$ cat src/rtl/full_add_32_serial.sv
// Bit-serial adder: s = x + y + cin over WIDTH clocks, LSB first.
// Operands are captured on an accepted start; the result is published with a one-cycle done pulse.
module full_add_32_serial #(
    parameter int WIDTH = 32
) (
    input  logic             clk,
    input  logic             rst,
    input  logic             start,
    input  logic [WIDTH-1:0] x,
    input  logic [WIDTH-1:0] y,
    input  logic             cin,
    output logic             busy,
    output logic             done,
    output logic [WIDTH-1:0] s,
    output logic             cout
);

    localparam int CW = (WIDTH > 1) ? $clog2(WIDTH) : 1;
    localparam logic [CW-1:0] LAST = CW'(WIDTH - 1);

    typedef enum logic [1:0] {IDLE, RUN, DONE} state_t;

    state_t           state;
    logic [WIDTH-1:0] a;
    logic [WIDTH-1:0] b;
    logic [WIDTH-1:0] psum;
    logic             c;
    logic [CW-1:0]    cnt;

    logic abit;
    logic bbit;
    logic sbit;
    logic cnext;

    always_comb begin
        abit  = a[cnt];
        bbit  = b[cnt];
        sbit  = abit ^ bbit ^ c;
        cnext = (abit & bbit) | (abit & c) | (bbit & c);
    end

    // NOTE: all state uses non-blocking assignments so every register samples pre-edge values.
    always_ff @(posedge clk) begin
        if (rst) begin
            state <= IDLE;
            busy  <= 1'b0;
            done  <= 1'b0;
            s     <= '0;
            cout  <= 1'b0;
            a     <= '0;
            b     <= '0;
            psum  <= '0;
            c     <= 1'b0;
            cnt   <= '0;
        end else begin
            done <= 1'b0;
            case (state)
                IDLE, DONE: begin
                    if (start) begin
                        a     <= x;
                        b     <= y;
                        c     <= cin;
                        psum  <= '0;
                        cnt   <= '0;
                        busy  <= 1'b1;
                        state <= RUN;
                    end else begin
                        state <= IDLE;
                    end
                end
                RUN: begin
                    // Sum bits enter at the MSB; after WIDTH shifts bit 0 sits at the LSB.
                    psum <= {sbit, psum[WIDTH-1:1]};
                    c    <= cnext;
                    cnt  <= cnt + 1'b1;
                    if (cnt == LAST) begin
                        s     <= {sbit, psum[WIDTH-1:1]};
                        cout  <= cnext;
                        done  <= 1'b1;
                        busy  <= 1'b0;
                        state <= DONE;
                    end
                end
                default: state <= IDLE;
            endcase
        end
    end

endmodule
$ cat config.mk
export PLATFORM = sky130hd
export DESIGN_NAME = full_add_32_serial
export DESIGN_NICKNAME = d
export VERILOG_FILES = /design/src/rtl/full_add_32_serial.sv
export SDC_FILE = /design/constraint.sdc
export NUM_CORES = 1
export LEC_CHECK = 0
export ABC_AREA = 1
export CAP_MARGIN = 10
export CORE_AREA = 2 2 168 88
export CTS_CLUSTER_DIAMETER = 100
export CTS_CLUSTER_SIZE = 14
export DETAILED_ROUTE_END_ITERATION = 12
export DIE_AREA = 0 0 170 90
export PLACE_DENSITY_LB_ADDON = 0.3
export SYNTH_ARGS = -nofsm -noshare
export SYNTH_HDL_FRONTEND = slang
export SYNTH_SLANG_ARGS = --single-unit
$ cat constraint.sdc
create_clock -name clk -period 2.5 [get_ports clk]
set_clock_uncertainty 0.15 [all_clocks]
set_input_delay 0.25 -clock clk [delete_from_list [all_inputs] [get_ports clk]]
set_output_delay 0.25 -clock clk [all_outputs]
set_load 0.01 [all_outputs]
After elaboration in Yosys (flattened, before gate mapping). Index checks and enable logic that the tools add are counted.

$add $sub $neg: 1. Order comparisons: 1. Equality and inequality tests: 5. Muxes and demuxes: 17. Bitwise gates (word level): 8. Reduce and logical (&&, ||, !) cells: 8.

Operators with widths (number): $pmux W32 S2 (1); $mux W32 (1); $bmux W1 S5 (2); $pmux W5 S2 (1); $mux W1 (7); $lt A5 B6 Y1 const B (1); $reduce_and A2 Y1 (3); $add A5 B1 Y5 const B (1); $eq A5 B5 Y1 const B (1); $mux W5 (1); $ne A2 B2 Y1 const B (2); $pmux W1 S2 (2); $pmux W2 S2 (1); $reduce_or A2 Y1 (2); $and A1 B1 Y1 (3); $reduce_and A3 Y1 (1); $eq A2 B1 Y1 const B (1); $eq A2 B2 Y1 const B (1); $logic_not A2 Y1 (1); $mux W2 (1); $or A1 B1 Y1 (2); $reduce_bool A2 Y1 (1); $xor A1 B1 Y1 (2); $not A1 Y1 (1).

Bits in registers: 139. Bits of input ports: 68. Output and inout bits: 35. Word-level logic and storage cells: 50.

Logic depth before layout (Yosys ltp).
Depth after elaboration: 6. Gate-level depth with buffers: 13. Depth with buffers taken out: 11.

Least setup slack after synthesis. No wires, ideal clock.

Kind: reg2reg. Start point: register cnt[0]. End point: register psum[31]. Library setup time: 0.070 ns. Arrival time: 1.832 ns. Data required time: 2.280 ns. Setup slack: 0.448 ns. Stages on the path, launching flop included: 14. Buffers on the path: 2. Clock period less this slack: 2.052 ns. Cell sequence: dfxtp_1 buf_4 inv_4 buf_4 nand2_1 nand3_1 nand3_1 nand2_1 nand2_1 nand3_1 nand2_1 fa_1 or2_0 a21oi_1.

Longest elaborated chain between the ends: 5. Elaborated cells between the ends (all ways): 7. Those cells by class: 5 x mux; 2 x bitwise.

Ends and longest elaborated chain: from (decl) (RTL line 28) `logic [CW-1:0] cnt;`; from (signal assigned) (RTL line 75) `cnt <= cnt + 1'b1;`; $bmux W1 S5, on equally long branches (RTL line 36, 37); $mux W1, on equally long branches (RTL line 36, 37); $xor A1 B1 Y1 * (2 in series) (RTL line 38) `sbit = abit ^ bbit ^ c;`; $pmux W32 S2 * (RTL line 57) `case (state)`; to (signal assigned) (RTL line 73) `psum <= {sbit, psum[WIDTH-1:1]};`; to (decl) (RTL line 26) `logic [WIDTH-1:0] psum;`.

Every way passes the cells marked *; elsewhere a longest branch is shown, timed or not. The select of a mux whose other input is x is not followed. A chain may end at the register's enable or synchronous reset.

Worst setup path in the final report. Same ends and word-level chain as after synthesis.

==> flow_metrics.env <==
export IMPL_synth_seq_cells=138
export IMPL_insertion_delay_ns=0.40
export IMPL_synthTopCellsByCount="212 x nand2_1, 138 x dfxtp_1, 131 x nor2_1"
export IMPL_path_clk_slew_ns=0.06
export IMPL_reg2reg_to="psum[31]$_SDFFE_PP0P_"
export IMPL_cts_sinks=138
export IMPL_die_w_um=170
export IMPL_start_util=0.397
export IMPL_gr_total_overflow=0
export IMPL_p_per_area_nw_per_um2=732
export IMPL_drtPass1Iterations=5
export IMPL_worstSetupEndpointType="flop"
export IMPL_fin_util=0.511
export IMPL_drc=0
export IMPL_synth_edf_count=0
export IMPL_rsz0062_at_grt="false"
export IMPL_cts_max_level=4
export IMPL_area_growth_pct=28.7
export IMPL_dominantRegCellSynth="dfxtp_1"
export IMPL_relSlewSlack=0.606
export IMPL_leakage_nw=2.82
export IMPL_ys_types=24
export IMPL_die_area_um2=15300
export IMPL_antenna_found_initial=0
export IMPL_grt_pass1_vias=4556
export IMPL_r2r_cells=11
export IMPL_synthCells=751
export IMPL_fillers=1391
export IMPL_cts_hold_buf=0
export IMPL_final_max_slew_violation_count=0
export IMPL_nNetsFinal=903
export IMPL_yosysMostFrequentCell="nand2_1"
export IMPL_port_buffer_count=102
export IMPL_cts_resized=0
export IMPL_grt_max_degree=64
export IMPL_worst_slack_ns=0.258
export IMPL_post_drt_wl_per_cell_um=13.3
export IMPL_multiInputGateArea_um2=2430
export IMPL_hp_class="input port to flop"
export IMPL_stdcell_count=1026
export IMPL_max_freq_ghz=0.446
export IMPL_synth_fp_nets=822
export IMPL_synth_area_leaders="dfxtp_1 50%, nand2_1 14%, nor2_1 8.9%, nand3_1 7.8%, o21ai_0 5.1%"
export IMPL_worstSetupPathType="flop to flop"
export IMPL_fp_row_count=31
export IMPL_setup_tns_final_ns=0
export IMPL_cts_made_buffers=17
export IMPL_grt_usage=0.184
export IMPL_top_layer="met4"
export IMPL_dp_cells=993
export IMPL_r2r_slack_ns=0.26
export IMPL_wl_met1_mm=7.75
export IMPL_gp_congestion=0.748
export IMPL_drtIter0Drc=419
export IMPL_ir_drop_v=0.000475
export IMPL_root_buffer="clkbuf_16"
export IMPL_yosysWarnings=0
export IMPL_syn_avg_cell_area_um2=7.39
export IMPL_antenna_cells=0
export IMPL_ios=103
export IMPL_fin_crit_sh=0.897
export IMPL_holdPathStages=2
export IMPL_dp_hpwl_mm=8.84
export IMPL_cts_buffer_depth=2
export IMPL_final_min_clock_period_ns=2.24
export IMPL_coreArea_um2=14000
export IMPL_async_reset_ff_frac=0
export IMPL_cts_tree="yes"
export IMPL_chipHeight_um=90
export IMPL_cp_max_fo=17
export IMPL_start_kind="flop"
export IMPL_seq_area_um2=2760
export IMPL_dr_wl_met3_um=803
export IMPL_rr_startpoint="cnt[0]$_SDFFE_PP0P_"
export IMPL_hold_end="state[1]$_SDFFE_PP0P_"
export IMPL_cap_violations=0
export IMPL_hold_viol=0
export IMPL_status="finished, final reports clean"
export IMPL_grt_pass1_wl_mm=22.8
export IMPL_cts_setup_buffers=0
export IMPL_avgViaCountPerCell=4.83
export IMPL_yosys_area_top_type_share=0.498
export IMPL_drive_gt1_frac=0.0639
export IMPL_power_mw=5.23
export IMPL_wl_met2_mm=4.95
export IMPL_syn_cell_area_um2=5550
export IMPL_num_vias=4958
export IMPL_ys_seq_area_frac=0.498
export IMPL_synth_area_leader_cell="dfxtp_1"
export IMPL_hp_start="rst"
export IMPL_antenna_left=0
export IMPL_setup_viol=0
export IMPL_routed_wl_mm=13.6
export IMPL_dp_slack_ns=0.282
export IMPL_critical_path_arrival_ns=2.42
export IMPL_cp_required_ns=2.68
export IMPL_tightest_slew_ns=0.591
-- how the worst max path moves through the flow --
stage	startpoint	end	slack, ns	depth (start not counted)
after floorplan	cnt[0]$_SDFFE_PP0P_	psum[31]$_SDFFE_PP0P_	0.45	13
after global placement	cnt[0]$_SDFFE_PP0P_	psum[31]$_SDFFE_PP0P_	0.30	11
after detailed placement	cnt[0]$_SDFFE_PP0P_	psum[31]$_SDFFE_PP0P_	0.28	11
after CTS	cnt[0]$_SDFFE_PP0P_	psum[31]$_SDFFE_PP0P_	0.27	11
after global routing	cnt[0]$_SDFFE_PP0P_	s[4]$_SDFFE_PP0P_	0.02	9
final	cnt[0]$_SDFFE_PP0P_	psum[31]$_SDFFE_PP0P_	0.26	11
-- kinds of logic (layout without fill, tap and decap cells) --
| group | count (synthesis) | in the layout | share of synthesized area |
|---|---|---|---|
| simple gates | 437 | 438 | 0.328 |
| flops | 138 | 138 | 0.498 |
| compound gates | 109 | 109 | 0.0999 |
| buf+inv | 64 | 157 | 0.0667 |
| fa+ha+maj | 3 | 3 | 0.00811 |
-- critical path: stages, from the launching register on --
cell and delay (ns):
dfxtp_1 0.39, buf_4 0.25, nand2_1 0.07, nand3_1 0.10, nand3_1 0.09, nand2_1 0.07
nand2_1 0.05, nand3_1 0.08, nand2_1 0.09, fa_1 0.48, or2_0 0.24, a21oi_1 0.11
-- metal layers --
metal	vias to the layer above	GRT usage
met2	119	0.244
met1	2239	0.294
met4	0	0.0427
met3	13	0.0427
met5	-	0
li1	2587	-
-- sequential cells by signal, indices dropped and copies added (netlist names) --
signal  cells
busy        1
cnt         5
done        1
state       2
b          32
s          32
c           1
psum       31
cout        1
a          32
-- stage by stage --
step,cell area (um^2),hold WS [ns]
floorplan,5550,0.249
global placement,6580,0.302
detailed placement,6580,0.305
CTS,7130,0.0562
global route,7140,0.0945
finish,7140,0.0931
-- final cells by class --
cell class              instances  area share
flip-flops and latches        138       0.387
multi-input cells             550       0.340
repair buffers                113       0.157
clock buffers                  19      0.0606
well taps                     181      0.0317
clock inverters                13      0.0168
inverters                      12     0.00666
-- cell usage in the layout, fill, tap and decap left out, drive strengths merged --
cell	instances
a211oi	3
dfxtp	138
fa	1
a31oi	1
buf	12
clkinvlp	6
bufinv	1
nor3	1
ha	2
or2	2
nor2	135
inv	14
nand3	86
clkbuf	19
clkinv	4
a21oi	37
nand2	214
clkdlybuf4s50	101
o21ai	68
-- power breakdown --
part / switching (mW) / internal [mW] / leakage (nW)
registers: 0.0554 / 2.30 / 1.13
logic: 0.298 / 0.224 / 1.44
clock network: 0.980 / 1.37 / 0.252
total: 1.33 / 3.89 / 2.82
No activity file was read; power rests on OpenSTA's default activity.
